### src/rtl/tag_fifo.sv
// Free-tag pool: circular FIFO of ROB tags, pre-filled with 0..DEPTH-1 at reset.
// Dispatch pops the head tag, retire pushes tags back, flush reclaims all outstanding tags.
module tag_fifo #(
  parameter int TAG_W = 5,
  parameter int DEPTH = 1 << TAG_W
) (
  input  logic             Clk,
  input  logic             Reset,
  input  logic             Dispatch_tag_ren,
  output logic [TAG_W-1:0] Tag_out,
  output logic             Tag_empty,
  output logic [TAG_W:0]   Free_count,
  input  logic             Retire_valid,
  input  logic [TAG_W-1:0] Retire_rd_tag,
  input  logic             Flush,
  output logic             Err
);

  localparam logic [TAG_W:0] FULL_COUNT = (TAG_W+1)'(DEPTH);

  logic [TAG_W-1:0] mem [DEPTH];
  logic [TAG_W-1:0] rd_ptr;
  logic [TAG_W-1:0] wr_ptr;
  logic [TAG_W:0]   count;
  logic             err_q;

  logic empty;
  logic full;
  logic do_pop;
  logic do_push;
  logic proto_err;

  // NOTE: every always_comb output gets a default first so no path can infer a latch.
  always_comb begin
    empty     = 1'b0;
    full      = 1'b0;
    do_pop    = 1'b0;
    do_push   = 1'b0;
    proto_err = 1'b0;

    empty = (count == '0);
    full  = (count == FULL_COUNT);

    if (!Flush) begin
      do_pop  = Dispatch_tag_ren && !empty;
      // At full a simultaneous pop frees the slot, so the push is still legal.
      do_push = Retire_valid && (!full || Dispatch_tag_ren);
      proto_err = (Dispatch_tag_ren && empty) ||
                  (Retire_valid && full && !Dispatch_tag_ren);
    end
  end

  // NOTE: this array must come out of reset holding 0..DEPTH-1, so unlike typical
  // FIFO storage it is reset register-by-register rather than left uninitialised.
  always_ff @(posedge Clk or posedge Reset) begin
    if (Reset) begin
      for (int i = 0; i < DEPTH; i++) begin
        mem[i] <= TAG_W'(i);
      end
    end else if (do_push) begin
      mem[wr_ptr] <= Retire_rd_tag;
    end
  end

  // NOTE: sequential state uses non-blocking assignments so all registers update together.
  always_ff @(posedge Clk or posedge Reset) begin
    if (Reset) begin
      rd_ptr <= '0;
      wr_ptr <= '0;
      count  <= FULL_COUNT;
      err_q  <= 1'b0;
    end else begin
      if (proto_err) begin
        err_q <= 1'b1;
      end

      if (Flush) begin
        // Slots outside the valid region hold exactly the outstanding tags,
        // oldest first starting at wr_ptr.
        rd_ptr <= wr_ptr;
        count  <= FULL_COUNT;
      end else begin
        if (do_pop) begin
          rd_ptr <= rd_ptr + 1'b1;
        end
        if (do_push) begin
          wr_ptr <= wr_ptr + 1'b1;
        end
        case ({do_push, do_pop})
          2'b10:   count <= count + 1'b1;
          2'b01:   count <= count - 1'b1;
          default: count <= count;
        endcase
      end
    end
  end

  assign Tag_out    = mem[rd_ptr];
  assign Tag_empty  = empty;
  assign Free_count = count;
  assign Err        = err_q;

endmodule

### config.mk
export PLATFORM = sky130hd
export DESIGN_NAME = tag_fifo
export DESIGN_NICKNAME = d
export VERILOG_FILES = /design/src/rtl/tag_fifo.sv
export SDC_FILE = /design/constraint.sdc
export NUM_CORES = 1
export LEC_CHECK = 0
export CAP_MARGIN = 20
export CORE_AREA = 10 10 207 111
export CTS_CLUSTER_SIZE = 28
export DETAILED_ROUTE_END_ITERATION = 8
export DIE_AREA = 0 0 217 121
export MAX_ROUTING_LAYER = met4
export PLACE_DENSITY_LB_ADDON = 0.12
export SLEW_MARGIN = 25
export SYNTH_ARGS = -nofsm -noshare
export SYNTH_HDL_FRONTEND = slang
export SYNTH_SLANG_ARGS = --single-unit
### constraint.sdc
create_clock -name Clk -period 17.8 [get_ports Clk]
set_input_delay 3.56 -clock Clk [delete_from_list [all_inputs] [get_ports Clk]]
set_output_delay 3.56 -clock Clk [all_outputs]
set_load 0.02 [all_outputs]
==> metrics.md <==
| Metric | Value |
|---|---|
| Kind of critical path | `flip-flop to primary output` |
| Layout cells sized above 1 | `between 50% and 60%` |
| WP data arrival | `roughly 3.4 ns` |
| Actual slew at the worst max-slew pin | `around 0.86 ns` |
| Crit end category | `primary output` |
| Top-area cell type share of the netlist area | `between 20% and 30%` |
| NetSw | `around 430 uW` |
| Vias in the first global route | `between 5k and 6k` |
| Slowest CP cell | `buf_4` |
| Congestion Overflow GR | `0` |
| Worst hold path type | `flip-flop to flip-flop` |
| Syn_nets | `593` |
| Fin. max-slew vios | `0` |
| Initial DRC count | `319` |
| Ys Warns | `0` |
| Clock-pin slew of the registers on the worst-case setup and hold paths | `approximately 0.060 ns` |
| Int Power | `994 uW` |
| First-pass GRT wire length | `approximately 31 mm` |
| Fin. Hold Viols | `0` |
| Drt first pass iters | `4` |
| Via/cell ratio | `about 5.6` |
| Cts repair resizes | `0` |
| Tmin final | `approximately 7 ns` |
| CTS Root Cell | `clkbuf_16` |
| Fillers | `around 1.7k` |
| Post-route cell area | `roughly 9500 sq um` |
| Final setup violation count | `0` |
| Final GP Congestion | `slightly below 0.8` |
| Lkg Pwr | `between 3 and 4 nW` |
| Row cnt | `36` |
| Largest net degree at the start of global routing | `around 120` |
| CP startpoint kind | `flip-flop` |
| Hold wc startpoint | `Err` |
| Final core utilization | `49.5%` |
| Starting Density | `44.5%` |
| Later-pin clock latency in the skew report | `~0.43 ns` |
| Total chip power | `1.42 mW` |
| Via count | `4,829` |
| Synth Register Bits | `roughly 180` |
| Syn Area/Cell | `14.9 sq um` |
| Sequential cell area fraction in the yosys report | `a little over half` |
| RSZ-0062 raised after global routing | `no` |
| Area delta synth->final | `11.1%` |
| Status | `completed` |
| Switching share of power | `30.2%` |
| # IOs | `23` |
| Area of the mapped netlist | `between 8000 and 9000 sq um` |
| Die height | `121 um` |
| Drc violations | `0` |
| Number of hold buffers added after cts | `0` |
| Die width | `around 220 um` |
| Initial antenna violation count | `0` |
| Fin Hold WS | `~0.49 ns` |
| Synth cell types | `46` |
| Port Buffers | `22` |
| Max clock buf depth | `2` |
| Worst Hold Depth | `1` |
| CTS tree | `built` |
| Pwr per Cell Area | `149 nW/um^2` |
| TritonCTS Buffers | `17` |
| Post-synth top area cell | `dfrtp_1` |
| Worst Skew | `0.0109 ns` |
| Area of the core | `between 15,000 and 20,000 sq um` |
| Nets | `roughly 600` |
| RR Endpoint | `mem[123]` |
| Critical path fanouts, max | `43` |
| Full die area | `26,300 sq um` |
| Share of synthesized flip-flops with an asynchronous set or reset | `100%` |
| Sum Neg Setup Slack | `0 ns` |
| WL per Instance | `approximately 22 um` |
| Fmax achieved | `143 MHz` |
| Post-CTS Setup Bufs | `0` |
| Flop2flop setup slack | `15.07 ns` |
| Rel. slew slack | `42.6%` |
| # H-tree levels | `4` |
| Logic pwr share | `between 20% and 30%` |
| Clock power frac | `25.6%` |
| EDFF count, synth | `0` |
| Worst IR drop on VDD | `67.0 uV` |
| Critical Path Max Stage Delay | `around 0.66 ns` |
| Worst Reg-to-Reg Cells | `5` |
| Number of routed nets with antenna violations | `0` |
| Crit path cell chain | `buf_4, mux4_2, mux4_2, mux2_2, clkdlybuf4s50_1` |
| Cell Area, Placed | `roughly 9000 sq um` |
| WHS Endpoint | `Err` |
| Final WL | `between 15 and 20 mm` |
| Post-synthesis instance total | `575` |
| CTS sink count | `about 180` |
| Worst EP required | `about 14 ns` |
| Critical R2R Launch | `Free_count[1]` |
| Hpwl dp | `around 12 mm` |
| Max cap viols | `0` |
| Sequential share of power | `roughly 45%` |
| Synth top area cells | `dfrtp_1 28%, dfstp_2 25%, mux2_2 22%` |
| Period Utilization, post-route | `between 30% and 40%` |
| # diodes | `0` |
| Gr usage total | `between 10% and 20%` |
| Crit path top cell by count | `mux4_2` |
| Top FF cell, synth | `dfrtp_1` |
## power groups by stage
stage	sequential [mW]	clock (mW)	combinational, mW
finish	0.637	0.365	0.422
global route	0.655	0.390	0.460
CTS	0.638	0.374	0.428
detailed placement	0.645	0	0.425
global placement	0.643	0	0.421
floorplan	0.594	0	0.354
## registers in the layout (all words and copies together), names as in the netlist
register	cells
mem	160
Err	1
Free_count	6
rd_ptr	5
wr_ptr	5
## critical path: cells and delay by family (launching register included)
kind | cells | cell delay (ns)
DFF | 1 | 0.34
buffers and inverters | 2 | 1.21
muxes | 3 | 1.42
## synthesized netlist by cell type (2+ instances only)
master and instances:
nand3_1 7, or3_1 4, o21ai_0 10, nor2b_1 2, buf_1 2, nor3_4 2, mux4_2 50, mux2i_1 4
nor2_1 37, clkbuf_1 22, mux2_1 2, nor2_2 7, dfstp_2 81, mux2_2 165, a41o_1 2, xor2_1 4
a31oi_1 2, ha_1 8, dfrtp_1 96, buf_2 7, inv_1 7, a21o_1 3, a21oi_1 2, nand2_1 18
nor3_1 3, xnor2_1 3, nand3b_1 2, or3b_2 3, buf_4 3
## how the worst max path moves through the flow
| stage | start | to | slack [ns] | depth (start not counted) |
|---|---|---|---|---|
| CTS | rd_ptr[0] | Tag_out[3] | 10.74 | 5 |
| global placement | rd_ptr[0] | Tag_out[3] | 11.21 | 5 |
| detailed placement | rd_ptr[0] | Tag_out[3] | 11.22 | 5 |
| global route | rd_ptr[0] | Tag_out[3] | 10.64 | 5 |
| floorplan | Reset | Err | 9.57 | 1 |
| finish | rd_ptr[0] | Tag_out[3] | 10.80 | 5 |
## metrics by stage
stage          cells  setup slack [ns]
5_1_grt          862             10.64
2_1_floorplan    575              9.57
4_1_cts          862             10.74
6_report         862             10.80
3_5_place_dp     831             11.22
3_3_place_gp     831             11.21
## routing by layer
layer	global-route usage [%]	vias up	share of wire, %
met1	20.6	2587	49
met3	3.51	17	3.4
met5	-	-	0
met4	4.13	0	1.1
met2	23.5	68	47
li1	-	2157	-
## kinds of logic after synthesis
| group | share of synthesized area, % |
|---|---|
| compound gates | 2.72 |
| xor+xnor | 0.714 |
| fa+ha+maj | 1.17 |
| buf+inv | 2.16 |
| flops | 52.8 |
| mux | 35.5 |
| simple gates | 5.01 |
## final cells by class
cell class | instances | area, sq um | area share, %
well taps | 266 | 333 | 3.49
clock buffers | 22 | 444 | 4.65
repair buffers | 25 | 218 | 2.28
inverters | 7 | 33.8 | 0.354
flip-flops and latches | 177 | 4530 | 47.5
clock inverters | 9 | 111 | 1.17
multi-input cells | 356 | 3870 | 40.6
## cell usage in the layout (no fill, tap or decap), drive strengths merged, types with 2 or more instances in the layout
cell	netlist	final
a31oi	2	2
or3	4	4
mux2	167	167
or3b	3	3
a21oi	3	3
nand3	7	7
a41o	2	2
nor2	44	44
nand3b	2	2
bufinv	0	2
dfstp	81	81
dfrtp	96	96
nor3	5	5
xor2	4	4
mux2i	4	4
clkbuf	22	22
xnor2	3	3
nand2	18	18
clkdlybuf4s50	0	17
nor2b	2	2
o21ai	10	10
ha	8	8
mux4	50	50
inv	7	8
a21o	3	3
buf	13	8
clkinvlp	0	2
clkinv	0	4
Note: power is estimated with default switching activity, not from simulation.
